File: src/rtl/edge_detector.sv
// ============================================================================
//  Module      : edge_detector
//  Description : Multi-bit synchroniser with registered single-cycle rise and
//                fall pulses. Each bit of async_sig passes through its own
//                SYNC_STAGES-deep flop chain. A history flop then compares
//                the synchronised level with its value one cycle earlier.
//  Revision    : 1.0 - initial release
// ============================================================================
`default_nettype none

module edge_detector #(
    parameter int WIDTH       = 1,
    parameter int SYNC_STAGES = 2
) (
    input  logic             clk,
    input  logic             reset,      // synchronous, active-low
    input  logic [WIDTH-1:0] async_sig,
    output logic [WIDTH-1:0] rise,
    output logic [WIDTH-1:0] fall,
    output logic [WIDTH-1:0] level
);

    // Keep the chain depth inside the supported 2..4 range so that a stray
    // parameter value cannot collapse the synchroniser into a single flop.
    localparam int c_STAGES = (SYNC_STAGES < 2) ? 2 :
                              (SYNC_STAGES > 4) ? 4 : SYNC_STAGES;
    localparam int c_LAST   = c_STAGES - 1;

    // Stage 0 is the metastability-exposed capture flop. Stage c_LAST is the
    // first stage that is treated as a stable level.
    logic [c_STAGES-1:0][WIDTH-1:0] sync_q;
    logic [WIDTH-1:0]               hist_q;
    logic [WIDTH-1:0]               rise_q;
    logic [WIDTH-1:0]               fall_q;
    logic [WIDTH-1:0]               rise_d;
    logic [WIDTH-1:0]               fall_d;

    // Edge classification from the stable stage and the previous level.
    // Because history is cleared by reset, an input that is already high at
    // release looks like a genuine 0->1 edge and produces one rise pulse.
    always_comb begin
        rise_d = sync_q[c_LAST] & ~hist_q;
        fall_d = ~sync_q[c_LAST] & hist_q;
    end

    // Synchroniser chain, history and output pulse registers. Reset clears
    // everything, including a pulse that would otherwise be set on this edge.
    always_ff @(posedge clk) begin
        if (!reset) begin
            sync_q <= '0;
            hist_q <= '0;
            rise_q <= '0;
            fall_q <= '0;
        end else begin
            sync_q[0] <= async_sig;
            for (int i = 1; i < c_STAGES; i++) begin
                sync_q[i] <= sync_q[i-1];
            end
            hist_q <= sync_q[c_LAST];
            rise_q <= rise_d;
            fall_q <= fall_d;
        end
    end

    // Every output is driven straight from a flop. There is no combinational
    // path from async_sig.
    assign rise  = rise_q;
    assign fall  = fall_q;
    assign level = sync_q[c_LAST];

endmodule

`default_nettype wire

File: config.mk
export PLATFORM = sky130hd
export DESIGN_NAME = edge_detector
export DESIGN_NICKNAME = d
export VERILOG_FILES = /design/src/rtl/edge_detector.sv
export SDC_FILE = /design/constraint.sdc
export NUM_CORES = 1
export LEC_CHECK = 0
export BUFFER_PORTS_ARGS = -buffer_cell sky130_fd_sc_hd__buf_2
export CAP_MARGIN = 20
export CORE_AREA = 2 2 39 41
export CTS_CLUSTER_SIZE = 14
export DETAILED_ROUTE_END_ITERATION = 6
export DIE_AREA = 0 0 41 43
export PLACE_DENSITY = 0.35
export SYNTH_ARGS = -nofsm -noshare
export SYNTH_HDL_FRONTEND = slang
export SYNTH_SLANG_ARGS = --single-unit
File: constraint.sdc
create_clock -name clk -period 1.3 [get_ports clk]
set_clock_uncertainty 0.1 [all_clocks]
set_input_delay 0.13 -clock clk [delete_from_list [all_inputs] [get_ports clk]]
set_output_delay 0.13 -clock clk [all_outputs]
set_load 0.03 [all_outputs]
# Yosys cells after proc, flatten, opt, wreduce, memory -nomap -nowiden
# Cells that the tools add are included.
[word_totals] regBits=5 output_inout_bits=3 wordCells=9
[op_classes] bitwise=4
[ops] operator="$and 1x1->1" n=2
[ops] operator="$not 1->1" n=2

# Longest topological paths before layout
[depth] ltp_word=2 mapped_depth=1 mapped_depth_nobuf=1

# Worst setup path before layout
# No wires, ideal clock.
[synth_path] path_type="register -> register" startpoint="register sync_q, in the netlist level" endpoint="register fall_q (netlist: fall)" arrival_ns=0.702 required_ns=1.085 path_slack_ns=0.383 stages_incl_launch_ff=2 cell_sequence="dfxtp_1 > and3b_1"
[synth_between] elab_chain_cells=2
[synth_rtl] element="from (decl)" line="31" text="logic [c_STAGES-1:0][WIDTH-1:0] sync_q;"
[synth_rtl] element="from (signal, indexed assignment)" line="57" text="sync_q[i] <= sync_q[i-1];"
[synth_rtl] element="$not 1->1" line="43" text="fall_d = ~sync_q[c_LAST] & hist_q;"
[synth_rtl] element="$and 1x1->1" line="43"
[synth_rtl] element="to (signal assigned)" line="61" text="fall_q <= fall_d;"
[synth_rtl] element="to (decl)" line="34" text="logic [WIDTH-1:0] fall_q;"
# Every way passes these cells.
# A chain may end at the register's enable or synchronous reset.

# Final worst setup path
[layout_path] startpoint="register sync_q, in the netlist level" endpoint="output level"
[layout_rtl] element="to (decl)" line="20" text="output logic [WIDTH-1:0] level"
# No word-level cell between the ends.

==> results.sh <==
export IMPL_status="finished clean"
export IMPL_h_tree_depth=1
export IMPL_fillCellCount=152
export IMPL_worst_pin_slew_ps=159
export IMPL_cp_cell_sequence="buf_2"
export IMPL_ir_drop_uv=448
export IMPL_worstPathMaxFanout=4
export IMPL_slew_headroom_pct=89.5
export IMPL_fmax_mhz=980
export IMPL_clk_latency_ps=230
export IMPL_pwr_share_clk_pct=48.9
export IMPL_final_cell_mix="dfxtp_1 (5), buf_2 (5), and2_2 (3), clkbuf_4 (3), and3b_1 (2)"
export IMPL_via_per_inst=2.86
export IMPL_cp_num_buf_inv=1
export IMPL_ys_ff_latch=5
export IMPL_drt_first_iter_violations=2
export IMPL_layout_drive_gt1_share_pct=55.0
export IMPL_regArea_um2=100
export IMPL_drtPass1Iterations=2
export IMPL_grt_pass1_wl_um=372
export IMPL_ctsHoldBuffers=1
export IMPL_grt_total_usage_pct=4.22
export IMPL_cts_inserted_buffers=3
export IMPL_antenna_found_initial=0
export IMPL_cap_violations=0
export IMPL_path_clk_slew_ps=40
export IMPL_p_seq_share_pct=46.0
export IMPL_drc=0
export IMPL_syn2layout_area_growth_pct=58.0
export IMPL_gp_congestion=0.542
export IMPL_routed_wirelength_um=215
export IMPL_seq_area_frac_synth_pct=71.4
export IMPL_die_area_um2=1760
export IMPL_cp_data_arrival_time_ps=790
export IMPL_cts_setup_buffers=0
export IMPL_tns_ps=0
export IMPL_core_um2=1380
export IMPL_p_leak_nw=0.108
export IMPL_fp_dieH_um=43
export IMPL_synth_distinct_cells=3
export IMPL_grt_max_degree=6
export IMPL_worstHoldPathType="input pin to flip-flop"
export IMPL_finalHoldViolCount=0
export IMPL_cp_start_kind="flip-flop"
export IMPL_io_buffer_count=5
export IMPL_critPathSlowestCell="dfxtp_1"
export IMPL_cp_num_cells=1
export IMPL_yosys_warnings=0
export IMPL_overflow=0
export IMPL_r2r_slack_ps=570
export IMPL_rsz0062_at_grt="false"
export IMPL_p_total_uw=350
export IMPL_p_comb_share_pct=5.2
export IMPL_netSwitchingFraction_pct=18.9
export IMPL_critical_path_required_ps=1070
export IMPL_cts_tree="yes"
export IMPL_slew_viol_final=0
export IMPL_reg2reg_depth=1
export IMPL_p_per_area_nw_per_um2=1580
export IMPL_multi_input_area_um2=40.0
export IMPL_num_io_pins=6
export IMPL_setup_violations=0
export IMPL_switchingPower_uw=66.2
export IMPL_vias=103
export IMPL_n_antenna_cell=0
export IMPL_hold_depth=2
export IMPL_die_w_um=41
export IMPL_nNetsFinal=24
export IMPL_clock_sinks=5
export IMPL_max_stage_delay_ps=350
export IMPL_grt_pass1_vias=93
export IMPL_syn_area_um2=140
export IMPL_critical_path_top_delay_family="flip-flops"
export IMPL_initial_core_util_pct=10.1
export IMPL_critPathKind="flip-flop to output pin"
export IMPL_synth_avg_cell_area_um2=14.0
export IMPL_ant_nets=0
export IMPL_cts_resized=0
export IMPL_syn_num_nets=13
export IMPL_syn_inst=10
export IMPL_crit_path_end_kind="output pin"
export IMPL_p_int_uw=284
export IMPL_clock_root_buffer="clkbuf_4"
export IMPL_clockBufferDepth=2
export IMPL_row_count=14
export IMPL_finalCritPeriodShare_pct=78.5
export IMPL_routedWlPerCell_um=5.97
export IMPL_period_needed_ps=1020
==> metal layers <==
metal / up-vias / routed length, µm / share of wire [%] / track usage, %
met5: - / 0 / 0 / 0
met4: 0 / 0 / 0 / 2.00
met3: 0 / 42 / 20 / 9.42
met2: 8 / 66 / 31 / 3.44
met1: 43 / 105 / 49 / 3.22
li1: 52 / - / - / -
==> cells by family after synthesis <==
kind of cell	Yosys count	share of synthesized area (%)
flip-flops	5	71.4
AND/OR/NAND/NOR	5	28.6
==> synthesized netlist by cell type <==
cell | instances | area share (%)
and2_2 | 3 | 16
and3b_1 | 2 | 13
dfxtp_1 | 5 | 71
==> worst paths after layout <==
path / start / endpoint
setup / recovery: level / level
hold / removal: reset / sync_q[0]
setup reg to reg: level / fall
hold reg to reg: sync_q[0] / level
==> power groups by stage <==
| stage | clock [mW] | sequential [mW] | combinational [mW] |
|---|---|---|---|
| 6_report | 0.171 | 0.161 | 0.0181 |
| 5_1_grt | 0.203 | 0.161 | 0.0198 |
| 4_1_cts | 0.183 | 0.161 | 0.0183 |
| 3_5_place_dp | 0 | 0.163 | 0.0161 |
| 3_3_place_gp | 0 | 0.163 | 0.0155 |
| 2_1_floorplan | 0 | 0.168 | 0.00412 |
==> registers in the layout, indices dropped and copies added, names as in the netlist <==
| register | flops |
|---|---|
| level | 1 |
| sync_q | 1 |
| hist_q | 1 |
| rise | 1 |
| fall | 1 |
==> layout make-up <==
cell class	instances	area share, %
Multi-Input combinational cell	5	18.1
Timing Repair Buffer	6	15.8
Sequential cell	5	45.2
Clock buffer	4	11.9
Tap cell	16	9.04
==> metrics by stage <==
step                util [%]  std cells  instance area [µm²]  hold WS, ps  setup slack (ps)
CTS                     16.0         36                  221         53.1               262
finish                  16.0         36                  221         61.1               279
detailed placement      13.4         31                  185          250               526
global route            16.0         36                  221         57.9               209
floorplan                  -         10                  140          166               383
global placement        13.4         31                  185          243               540
Power figures use the tool's default switching activity.
